## config.mk

```make
export PLATFORM = sky130hd
export DESIGN_NAME = c_seq_gen_stream
export DESIGN_NICKNAME = d
export VERILOG_FILES = /design/src/rtl/c_seq_gen_stream.sv
export SDC_FILE = /design/constraint.sdc
export NUM_CORES = 1
export LEC_CHECK = 0
export ABC_AREA = 0
export BUFFER_PORTS_ARGS = -buffer_cell sky130_fd_sc_hd__buf_2
export CORE_MARGIN = 10
export CORE_UTILIZATION = 26
export CTS_BUF_LIST = sky130_fd_sc_hd__clkbuf_8
export CTS_CLUSTER_DIAMETER = 120
export DETAILED_ROUTE_END_ITERATION = 10
export HOLD_SLACK_MARGIN = 0.1
export PLACE_DENSITY = 0.41
export SLEW_MARGIN = 20
export SYNTH_ARGS = -nofsm -noshare
export SYNTH_HDL_FRONTEND = slang
export SYNTH_SLANG_ARGS = --single-unit
```

## constraint.sdc

```tcl
create_clock -name clk -period 7.3 [get_ports clk]
set_input_delay 2.19 -clock clk [delete_from_list [all_inputs] [get_ports clk]]
set_output_delay 2.19 -clock clk [all_outputs]
set_load 0.01 [all_outputs]
```

## src/rtl/c_seq_gen_stream.sv

```systemverilog
// Gold-sequence generator: x1/x2 LFSR pair with NC-bit warm-up discard, emitting
// NGEN_BIT-bit words under valid/ready for a programmed number of words.
module c_seq_gen_stream #(
  parameter int unsigned NGEN_BIT = 8,
  parameter int unsigned NC       = 1600,
  parameter int unsigned LEN_W    = 16
) (
  input  logic                clk,
  input  logic                rst,
  input  logic                i_load,
  input  logic [30:0]         i_init,
  input  logic [LEN_W-1:0]    i_len,
  input  logic                i_ready,
  output logic [NGEN_BIT-1:0] o_seq_bit,
  output logic                o_valid,
  output logic                o_last,
  output logic                o_busy
);

  localparam int unsigned WU_CYC = NC / NGEN_BIT;
  localparam int unsigned WU_W   = (WU_CYC > 1) ? $clog2(WU_CYC) : 1;

  typedef enum logic [1:0] {IDLE, WARMUP, RUN} state_t;

  state_t            state, state_nxt;
  logic [30:0]       x1, x2, x1_nxt, x2_nxt;
  logic [LEN_W-1:0]  cnt, cnt_nxt;
  logic [WU_W-1:0]   wu_cnt, wu_nxt;
  logic              load_ok;

  // NGEN_BIT unrolled steps of x1(n+31) = x1(n+3) ^ x1(n)
  function automatic logic [30:0] adv_x1(input logic [30:0] s);
    logic [30:0] t;
    t = s;
    for (int i = 0; i < int'(NGEN_BIT); i++) t = {t[3] ^ t[0], t[30:1]};
    return t;
  endfunction

  // NGEN_BIT unrolled steps of x2(n+31) = x2(n+3) ^ x2(n+2) ^ x2(n+1) ^ x2(n)
  function automatic logic [30:0] adv_x2(input logic [30:0] s);
    logic [30:0] t;
    t = s;
    for (int i = 0; i < int'(NGEN_BIT); i++) t = {t[3] ^ t[2] ^ t[1] ^ t[0], t[30:1]};
    return t;
  endfunction

  assign load_ok = i_load && (i_len != '0);

  always_ff @(posedge clk or posedge rst) begin
    if (rst) begin
      state  <= IDLE;
      x1     <= '0;
      x2     <= '0;
      cnt    <= '0;
      wu_cnt <= '0;
    end else begin
      state  <= state_nxt;
      x1     <= x1_nxt;
      x2     <= x2_nxt;
      cnt    <= cnt_nxt;
      wu_cnt <= wu_nxt;
    end
  end

  // A valid load restarts from any state, overriding a same-cycle handshake
  always_comb begin
    state_nxt = state;
    x1_nxt    = x1;
    x2_nxt    = x2;
    cnt_nxt   = cnt;
    wu_nxt    = wu_cnt;
    if (load_ok) begin
      x1_nxt    = 31'h1;
      x2_nxt    = i_init;
      cnt_nxt   = i_len;
      wu_nxt    = '0;
      state_nxt = (NC > 0) ? WARMUP : RUN;
    end else begin
      case (state)
        WARMUP: begin
          x1_nxt = adv_x1(x1);
          x2_nxt = adv_x2(x2);
          if (wu_cnt == WU_W'(WU_CYC - 1)) state_nxt = RUN;
          else                             wu_nxt    = wu_cnt + WU_W'(1);
        end
        RUN: begin
          if (i_ready) begin
            x1_nxt  = adv_x1(x1);
            x2_nxt  = adv_x2(x2);
            cnt_nxt = cnt - LEN_W'(1);
            if (cnt == LEN_W'(1)) state_nxt = IDLE;
          end
        end
        default: ;
      endcase
    end
  end

  assign o_seq_bit = x1[NGEN_BIT-1:0] ^ x2[NGEN_BIT-1:0];
  assign o_valid   = (state == RUN);
  assign o_last    = (state == RUN) && (cnt == LEN_W'(1));
  assign o_busy    = (state != IDLE);

endmodule

```

### Word-level counts from Yosys, hierarchy flattened

Cells that the tools add are included.

* bits in latches: 0
* input bits: 51
* memories: 0
* ROM bits: 0
* register bits: 88
* memory bits (writable): 0
* logic and storage cells: 77
* output and inout port bits: 11

* bitwise gates (word level): 33
* multiply operators: 0
* eq/ne operators: 8
* $add $sub $neg: 2
* reduce and logical (&&, ||, !) cells: 12
* $lt $le $gt $ge: 0
* mux-type cells: 17
* divide/modulo/power cells: 0
* shifts and indexed selects: 0

Operators with widths (number)
* $mux W31: 4
* $pmux W31 S2: 2
* $mux W16: 3
* $xor A1 B1 Y1: 32
* $mux W8: 3
* $eq A16 B1 Y1 const B: 1
* $reduce_bool A16 Y1: 1
* $sub A16 B1 Y16 const B: 1
* $add A8 B1 Y8 const B: 1
* $eq A8 B8 Y1 const B: 1
* $mux W2: 4
* $reduce_bool A2 Y1: 4
* $xor A8 B8 Y8: 1
* $reduce_and A2 Y1: 3
* $pmux W2 S2: 1
* $reduce_and A4 Y1: 1
* $ne A3 B1 Y1 const B: 1
* $ne A3 B2 Y1 const B: 1
* $ne A3 B3 Y1 const B: 1
* $reduce_bool A3 Y1: 1
* $eq A2 B1 Y1 const B: 1
* $eq A2 B2 Y1 const B: 1
* $logic_and A1 B1 Y1: 2
* $ne A2 B2 Y1 const B: 1

### Logic depth before layout (Yosys ltp)

* word-level depth: 6
* mapped depth: 7
* gate-level depth less buffers: 6

### Worst setup path before layout

No wires, ideal clock.

* path type: register to output
* start point: reg cnt[10]
* end point: out o_last
* data required time: 5110 ps
* stages on the path, launching flop included: 5
* slack: 3604 ps
* path buffers: 1
* arrival time: 1506 ps
* cell sequence: dfrtp_1 -> or3_1 -> buf_2 -> or3_4 -> nor3_1

* cells in the longest elaborated chain, start to end: 2

Ends and longest elaborated chain
* from (decl): RTL line 27 `logic [LEN_W-1:0] cnt, cnt_nxt;`
* from (signal assigned): RTL line 60 `cnt <= cnt_nxt;`
* $eq A16 B1 Y1: RTL line 101 `assign o_last = (state == RUN) && (cnt == LEN_W'(1));`
* $logic_and A1 B1 Y1: RTL line 101
* to (decl): RTL line 16 `output logic o_last,`

No other way between the ends.

### Worst setup path in the final report

* start point: in i_len[5]
* end point: reg x2[4]

* cells in the longest elaborated chain, start to end: 4
* elaborated cells between the ends (all ways): 6
* classes of those cells: 1 x eq/ne; 1 x mux; 4 x reduce/logical

Ends and longest elaborated chain
* from (decl): RTL line 12 `input logic [LEN_W-1:0] i_len,`
* $reduce_bool A16 Y1 *: RTL line 47 `assign load_ok = i_load && (i_len != '0);`
* $logic_and A1 B1 Y1 *: RTL line 47
* $ne A3 B2 Y1 (no source line) or $reduce_bool A3 Y1 (tied branches)
* $reduce_and A2 Y1 (no source line)
* to (signal assigned): RTL line 59 `x2 <= x2_nxt;`
* to (decl): RTL line 26 `logic [30:0] x1, x2, x1_nxt, x2_nxt;`

Every way passes the cells marked *; elsewhere a longest branch is shown, timed or not.
A chain may end at the register's enable or synchronous reset.

==> run_results.csv <==
group,metric,value,unit
outcome,status,"completed",
synthesis,synth_seq_area_share,49.3,%
final_layout,area_delta_synth_final,14.4,%
global_route,grt_max_degree,103,
sta,slew_headroom,34.4,%
power_and_ir_drop,clockPowerShare,21.2,%
floorplan,start_util,26.8,%
clock_network,cts_tree,"yes",
drt,first_pass_iters,4,
clock_network,cts_setup_buffers,0,
global_route,grt_pass1_vias,3340,
synthesis,yosys-top-cells-area,"dfrtp_1 49%, nand2_1 7.6%, mux2i_1 6.7%",
global_route,grt_first_pass_wirelength,17900,µm
sta,tightest_slew,0.985,ns
floorplan,boundaryPins,62,
worst_setup_path,worst_r2r_endpoint,"x2[29]",
drt,drtIter0Drc,213,
floorplan,core,0.0167,mm²
clock_network,cts_htree_levels,3,
clock_network,cts_hold_buf,0,
worst_hold_path,hp-class,"reg2reg",
power_and_ir_drop,swShare,36.0,%
placement,port_buffers,61,
sta,rsz0062_at_grt,"false",
synthesis,yosysUniqueCellTypes,51,
clock_network,clkTransAtPathRegs,0.08,ns
clock_network,root_buffer,"clkbuf_8",
placement,dp.final_hpwl,7500,µm
synthesis,ys_ff_latch,88,
power_and_ir_drop,vdd_drop_max,0.000128,V
global_route,overflow,0,
worst_setup_path,crit_family,"simple AND/OR/NAND/NOR gates",
worst_setup_path,path_buf_inv,2,
final_layout,drive_gt1_share,17.9,%
synthesis,synthArstFlopShare,100,%
worst_setup_path,crit-reg2reg-launch,"state[0]",
worst_setup_path,cp.required,7.50,ns
global_route,antenna_found_initial,0,
synthesis,ys.flop_type,"dfrtp_1",
sta,hold_viol,0,
drt,drt-vias-per-instance,4.53,
drt,drtAntennaViolNets,0,
sta,drv_slew,0,
synthesis,syn_nets,515,
floorplan,die_h,151,µm
drt,route.vias.total,3331,
clock_network,numCtsBuffers,9,
power_and_ir_drop,combPwrFrac,32.8,%
clock_network,clk_latency,0.37,ns
synthesis,synth_top_cell_area_share,49.3,%
worst_setup_path,cp-end-kind,"flip-flop",
sta,fin_crit_sh,59.0,%
worst_hold_path,worstHoldStart,"x1[11]",
final_layout,num-fill-cells,1821,
final_layout,final_nets,565,
sta,fmax,232,MHz
worst_hold_path,whs_path_depth,2,
floorplan,die_x,151,µm
clock_network,cts_num_sinks,88,
drt,post_drt_wl_per_cell,14.8,µm
placement,place.gp.congestion,0.754,
worst_setup_path,crit_fanout,102,
worst_setup_path,r2r_slack,5.12,ns
global_route,grt_use_total,10.0,%
clock_network,cts_buffer_depth,2,
synthesis,syn_area,0.00447,mm²
worst_setup_path,startpoint_type,"input port",
worst_setup_path,crit_slowest_cell,"nor4_1",
synthesis,yosys.area.top_type,"dfrtp_1",
clock_network,cts_resized,0,
power_and_ir_drop,p_leak,2.26,nW
synthesis,synth_edf_count,0,
sta,period_needed,4.31,ns
synthesis,syn_inst,461,
worst_setup_path,cp_data_arrival_time,4.51,ns
floorplan,die-area,0.0228,mm²
worst_setup_path,crit_chain,"buf_2 -> nor4_1 -> a41oi_4 -> buf_4 -> nand2_1 -> o21ai_0",
power_and_ir_drop,power_switching,0.000521,W
sta,fin_setup_tns,0,ns
drt,drc,0,
final_layout,diodes,0,
final_layout,final_util,30.6,%
drt,drt_wl_total,10900,µm
worst_setup_path,ff2ff_path_depth,5,
synthesis,yosys_warnings,0,
worst_setup_path,cpPeakStageDelay,0.65,ns
worst_hold_path,min_delay_worst_endpoint,"x1[11]",
floorplan,rows,47,
power_and_ir_drop,seqPwrFrac,46.0,%
flow_run,max-cap-violations,0,
power_and_ir_drop,intPower,0.000926,W
sta,setup_viol,0,
worst_setup_path,crit_type,"in2reg",
sta,skew,0.0104,ns
power_and_ir_drop,power_per_cell_area,283,mW/mm²
synthesis,syn_area_per_cell,9.70,µm²
-- synth_stat cells (6+ instances only) --
| cell type | number |
|---|---|
| a21oi_1 | 30 |
| dfrtp_1 | 88 |
| xor2_1 | 26 |
| xnor2_1 | 22 |
| o21ai_0 | 35 |
| mux2i_1 | 30 |
| nand2_1 | 90 |
| inv_1 | 8 |
| nand4_1 | 6 |
| nor2_1 | 25 |
| buf_2 | 13 |
| clkbuf_1 | 6 |
| a211oi_1 | 8 |
| nor3_1 | 10 |
-- kinds of logic after synthesis --
group / synth area share [%]
AO/OA/AOI/OAI: 12.6
XOR/XNOR: 9.40
adder cells (fa/ha/maj): 0.840
buffers and inverters: 4.20
flip-flops: 49.3
multiplexers: 6.72
AND/OR/NAND/NOR: 17.0
-- registers in the layout, summed over array words and instances (netlist names) --
| register | flops |
|---|---|
| cnt | 16 |
| state | 2 |
| wu_cnt | 8 |
| x1 | 31 |
| x2 | 31 |
-- through the flow --
| stage | hold WS, ns | setup slack (ns) | area [µm²] | cells | total power (W) |
|---|---|---|---|---|---|
| final | 0.523 | 2.99 | 5110 | 735 | 0.00145 |
| after global routing | 0.544 | 2.69 | 5110 | 735 | 0.00156 |
| after CTS | 0.525 | 2.94 | 5110 | 735 | 0.00148 |
| after detailed placement | 0.512 | 2.53 | 4940 | 720 | 0.00116 |
| after global placement | 0.506 | 2.53 | 4940 | 720 | 0.00116 |
| after floorplan | 0.497 | 2.83 | 4470 | 461 | 0.00104 |
-- placed cells by master, fill, tap and decap left out, drive strengths merged, types with 5 or more instances in the layout --
master	count
a211oi	8
nand2	90
inv	8
nor3	10
nor4	5
nor2b	5
nor2	25
o21ai	40
a21oi	30
o31ai	5
buf	65
mux2i	30
dfrtp	88
clkbuf	11
xnor2	22
nand4	6
xor2	26
-- cell type report --
class / count / area (µm²) / area share (%)
well taps: 220 / 275 / 5.38
repair buffers: 65 / 335 / 6.56
flip-flops and latches: 88 / 2200 / 43.1
multi-input cells: 339 / 2100 / 41.0
clock buffers: 11 / 151 / 2.96
clock inverters: 4 / 21.3 / 0.416
inverters: 8 / 31.3 / 0.612
-- power groups by stage --
| stage | logic, W | registers, W | clock network [W] |
|---|---|---|---|
| after CTS | 0.000488 | 0.000667 | 0.000326 |
| after detailed placement | 0.000486 | 0.000676 | 0 |
| final | 0.000475 | 0.000665 | 0.000308 |
| after floorplan | 0.000393 | 0.000649 | 0 |
| after global placement | 0.000484 | 0.000674 | 0 |
| after global routing | 0.000540 | 0.000681 | 0.000343 |
-- metal layers --
metal	global-route usage (%)	share of wire [%]
met1	13.5	49
met2	14.7	45
met3	2.92	4.2
met4	4.33	1.4
met5	0	0
-- worst max path at each step --
stage	startpoint	slack (ns)	to	cells past startpoint
2_1_floorplan	rst	2.83	cnt[0]	1
5_1_grt	i_len[5]	2.69	x2[23]	6
6_report	i_len[5]	2.99	x2[4]	6
4_1_cts	i_len[5]	2.94	x2[23]	6
3_3_place_gp	i_len[5]	2.53	x2[23]	6
3_5_place_dp	i_len[5]	2.53	x2[23]	6
-- worst reg2reg max path: cells and delay by family (launching register included) --
family | cells | cell delay, ns
buffers and inverters | 1 | 0.61
AO/OA/AOI/OAI | 1 | 0.09
AND/OR/NAND/NOR | 2 | 0.52
flip-flops | 1 | 0.46
multiplexers | 1 | 0.34
Note: power is estimated with default switching activity, not from simulation.
